==> src/rtl/sram_pkg.sv <==
// ============================================================================
// Module   : sram_pkg
// Purpose  : Shared widths and word/address types for the 256x8 SRAM slice.
// Revision : 1.0  initial release
// ============================================================================
`default_nettype none

package sram_pkg;

  localparam int DATA_W = 8;
  localparam int ADDR_W = 8;
  localparam int DEPTH  = 2**ADDR_W;

  typedef logic [DATA_W-1:0] word_t;
  typedef logic [ADDR_W-1:0] addr_t;

endpackage : sram_pkg

`default_nettype wire

==> src/rtl/sram_parity.sv <==
// ============================================================================
// Module   : sram_parity
// Purpose  : Combinational even-parity generator over one memory word.
// Revision : 1.0  initial release
// ============================================================================
`default_nettype none

module sram_parity
  import sram_pkg::*;
(
  input  word_t data_i,
  output logic  par_o
);

  // Even parity: the extra bit makes the total count of ones even.
  assign par_o = ^data_i;

endmodule : sram_parity

`default_nettype wire

==> src/rtl/sram_256x8.sv <==
// ============================================================================
// Module   : sram_256x8
// Purpose  : Single-port synchronous SRAM, 256x8, registered read data.
//            Optional stored-parity check enabled by macro SRAM_PARITY_EN.
// Revision : 1.0  initial release
// ============================================================================
`default_nettype none

module sram_256x8 #(
  parameter int DATA_W = sram_pkg::DATA_W,
  parameter int ADDR_W = sram_pkg::ADDR_W
) (
  input  logic              CLK,
  input  logic              RST,
  input  logic              CS,
  input  logic              WE,
  input  logic              RD,
  input  logic [ADDR_W-1:0] Addr,
  input  logic [DATA_W-1:0] DataIn,
`ifdef SRAM_PARITY_EN
  input  logic              PINJ,
  output logic              PERR,
`endif
  output logic [DATA_W-1:0] DataOut
);

  localparam int DEPTH = 2**ADDR_W;

  logic [DATA_W-1:0] mem_q [DEPTH];
  logic [DATA_W-1:0] dout_q;
  logic [DATA_W-1:0] dout_d;
  logic              wr_en;
  logic              rd_en;

  // A simultaneous write and read request is treated as a write only.
  assign wr_en  = CS & WE;
  assign rd_en  = CS & RD & ~WE;
  assign dout_d = mem_q[Addr];

  always_ff @(posedge CLK) begin
    if (wr_en) begin
      mem_q[Addr] <= DataIn;
    end
  end

  always_ff @(posedge CLK or posedge RST) begin
    if (RST) begin
      dout_q <= '0;
    end else if (rd_en) begin
      dout_q <= dout_d;
    end
  end

  assign DataOut = dout_q;

`ifdef SRAM_PARITY_EN
  logic par_mem_q [DEPTH];
  logic wr_par;
  logic rd_par;
  logic perr_q;
  logic perr_d;

  sram_parity u_wr_parity (
    .data_i (DataIn),
    .par_o  (wr_par)
  );

  sram_parity u_rd_parity (
    .data_i (dout_d),
    .par_o  (rd_par)
  );

  // PINJ flips the stored bit so a later read reports a parity error.
  always_ff @(posedge CLK) begin
    if (wr_en) begin
      par_mem_q[Addr] <= wr_par ^ PINJ;
    end
  end

  assign perr_d = rd_par ^ par_mem_q[Addr];

  always_ff @(posedge CLK or posedge RST) begin
    if (RST) begin
      perr_q <= 1'b0;
    end else if (rd_en) begin
      perr_q <= perr_d;
    end
  end

  assign PERR = perr_q;
`endif

endmodule : sram_256x8

`default_nettype wire

==> config.mk <==
export PLATFORM = sky130hd
export DESIGN_NAME = sram_256x8
export DESIGN_NICKNAME = d
export VERILOG_FILES = /design/src/rtl/sram_pkg.sv /design/src/rtl/sram_parity.sv /design/src/rtl/sram_256x8.sv
export SDC_FILE = /design/constraint.sdc
export NUM_CORES = 2
export LEC_CHECK = 0
export CORE_MARGIN = 10
export CORE_UTILIZATION = 35
export DETAILED_ROUTE_END_ITERATION = 10
export MAX_ROUTING_LAYER = met4
export PLACE_DENSITY = 0.54
export SLEW_MARGIN = 20
export SYNTH_ARGS = -nofsm -noshare
export SYNTH_HDL_FRONTEND = slang
export SYNTH_SLANG_ARGS = --single-unit
==> constraint.sdc <==
create_clock -name CLK -period 3 [get_ports CLK]
set_input_delay 0.6 -clock CLK [delete_from_list [all_inputs] [get_ports CLK]]
set_output_delay 0.6 -clock CLK [all_outputs]
set_load 0.02 [all_outputs]
==> reports/metrics.yaml <==
critical_path:
  cpMostUsedCell: "buf_4"
  cp.arrival_ps: 3710
  start_kind: "input pin"
  startpoint: "Addr[0]"
  cpPeakStageDelay_ps: 530
  required_ps: 3720
  reg2reg_depth: 8
  r2r_end: "DataOut[4]"
  worstReg2RegStart: "mem_q[40][4]"
  critPathMaxFanout: 16
  worstPathCellList: "buf_8 > buf_12 > buf_4 > buf_4 > mux4_2 > o22ai_1 > nor4_1 > buf_4 > mux2i_1 > a2bb2oi_1 > a31oi_1"
  cp_num_buf_inv: 5
  slowest_stage: "mux4_2"
  r2r_slack_ps: 100
  critPathKind: "input pin to flip-flop"
  crit_path_end_kind: "flip-flop"
  cp_top_family: "buffers and inverters"
cells_and_area:
  drive_gt1_frac: 0.3563
  finalInstanceArea_um2: 97220
  regArea_um2: 61700
  final_cells: 7754
  area_growth_pct: 21.57
  fin_nets: 4572
  nFillCells: 19770
  multi_input_area_um2: 17080
timing:
  finalCriticalPeriod_ps: 2991
  setup_viol: 0
  hold_viol_final: 0
  max_freq_mhz: 334.4
  finalClockSkew_ps: 60.99
  worst_pin_slew_ps: 1017
  max-slew-margin-rel: 0.3155
  fin_crit_sh: 0.9969
  slew_violations: 0
  layout_setup_ws_ps: 9.287
  rsz0062_at_grt: "false"
yosys:
  synth.most_common_cell: "edfxtp_1"
  synth_compound_area_frac: 0.02295
  yosys.area_share.simple: 0.02691
  syn_area_per_cell_um2: 21.52
  ys_ff_latch: 2056
  yosysWarnings: 0
  synth_largest_area_cell: "edfxtp_1"
  synth_edf_count: 2048
  syn-num-nets: 3738
  synthMuxAreaShare: 0.1626
  synthXorXnorAreaFrac: 0
  ys_top_cells_by_area: "edfxtp_1 (77%), mux4_2 (14%), mux2i_1 (2.0%)"
  yosys-top-cells-count: "edfxtp_1 (2048), mux4_2 (492), nor2_1 (300)"
  seq_area_frac_synth: 0.7715
  synthDominantCellAreaShare: 0.7690
  async_flop_share: 0.003891
  synth_cell_type_count: 64
  synth_top_family_by_area: "multiplexers"
  postSynthCellCount: 3717
  synth_flop_cell: "edfxtp_1"
  synthAdderAreaFrac: 0
  syn_area_um2: 79970
die:
  num_io_pins: 29
  dieArea_um2: 248000
  start_util: 0.3519
  die_h_um: 498.0
  fp.dieW_um: 498.0
  num_rows: 175
  core_area_um2: 227300
clocking:
  clock-sinks: 2056
  cts_max_level: 4
  clk_pin_slew_ps: 70
  cts_setup_buffers: 0
  cts_tree: "yes"
  cts-root-buf: "clkbuf_16"
  insertion_delay_ps: 860
  cts_buffer_depth: 3
  cts_buffers: 211
  cts_resized: 1
  hold_buffers: 0
grt:
  grt_pass1_vias: 42090
  grt_antenna_before_repair: 12
  track_usage: 0.1841
  grt_start_max_net_pins: 105
  grt_first_pass_wirelength_um: 322700
  grt-ovfl-total: 0
placement:
  hpwl_um: 150400
  dpl_worst_slack_ps: -959.6
  portBuffers: 28
  gp_congestion: 0.8673
  dp.cells: 7347
  dpl_cell_area_um2: 90190
routing:
  drtIter0Drc: 4782
  wl_um: 226000
  ant_nets: 0
  viasPerCell: 5.360
  drc: 0
  first_pass_iters: 5
  vias: 41560
  wl_per_cell_um: 29.15
pwr:
  peakVddDrop_mv: 0.4953
  p_per_area_nw_per_um2: 633.0
  p_leak_nw: 31.78
  power_mw: 61.54
min_path:
  min_from: "DataIn[4]"
  hold_class: "input pin to flip-flop"
  hold_end: "mem_q[170][4]"
  hold_path_depth: 1
outcome:
  status: "completed"
job:
  drv_cap: 0
[where the power goes]
part	internal [mW]	leakage [nW]	switching, mW
Clock	15.0	3.39	11.3
Sequential	31.6	18.5	0.0721
Combinational	1.40	9.91	2.07
[kinds of logic (layout without fill, tap and decap cells)]
kind of cell	Yosys count	in the layout
simple gates	501	501
other cells	0	8
flops	2056	2056
buf+inv	227	1247
mux	675	675
compound gates	258	258
[layer usage]
| layer | vias up | wire length (um) | GRT usage |
|---|---|---|---|
| li1 | 17300 | - | - |
| met1 | 22310 | 96380 | 0.2520 |
| met2 | 1617 | 108700 | 0.2895 |
| met3 | 334 | 14550 | 0.02647 |
| met4 | 0 | 6364 | 0.05001 |
| met5 | - | 0 | - |
[cell type report]
cell class              instances  share of cell area
diodes                          8           0.0002059
clock buffers                 254             0.05607
clock inverters               145             0.01598
inverters                       5           0.0001930
multi-input cells            1434              0.1757
flip-flops and latches       2056              0.6346
well taps                    3009             0.03872
repair buffers                843             0.07850
[stage by stage]
step	TNS [ps]	util	hold WS (ps)
after global routing	0	0.4278	133.6
after detailed placement	-43040	0.3968	684.9
after global placement	-39330	0.3968	677.8
after floorplan	-60260	-	415.7
final	0	0.4278	149.8
after CTS	0	0.4277	102.7
[sequential cells by signal, indices dropped and copies added, names as in the netlist]
signal / flops
mem_q: 2048
DataOut: 8
[placed cells by master (no fill, tap or decap), types with 18 or more instances in the layout]
master,count
a22oi_1,52
nor2_1,291
o21ai_0,20
mux2_2,20
nand2_1,74
nand3_1,30
clkinv_1,44
buf_12,96
a211oi_1,18
buf_4,720
mux4_2,492
o22ai_1,53
mux2i_1,159
a21oi_1,32
clkbuf_16,211
edfxtp_1,2048
bufinv_16,23
clkbuf_1,42
clkinv_2,45
[worst max-delay path by stage]
stage | end | slack [ps] | depth (start not counted)
6_report | DataOut[7] | 9 | 11
5_1_grt | DataOut[7] | 30 | 11
4_1_cts | DataOut[4] | 100 | 8
3_5_place_dp | DataOut[3] | -960 | 11
3_3_place_gp | DataOut[3] | -940 | 11
2_1_floorplan | mem_q[218][0] | -100 | 10
Note: power is estimated with default switching activity, not from simulation.
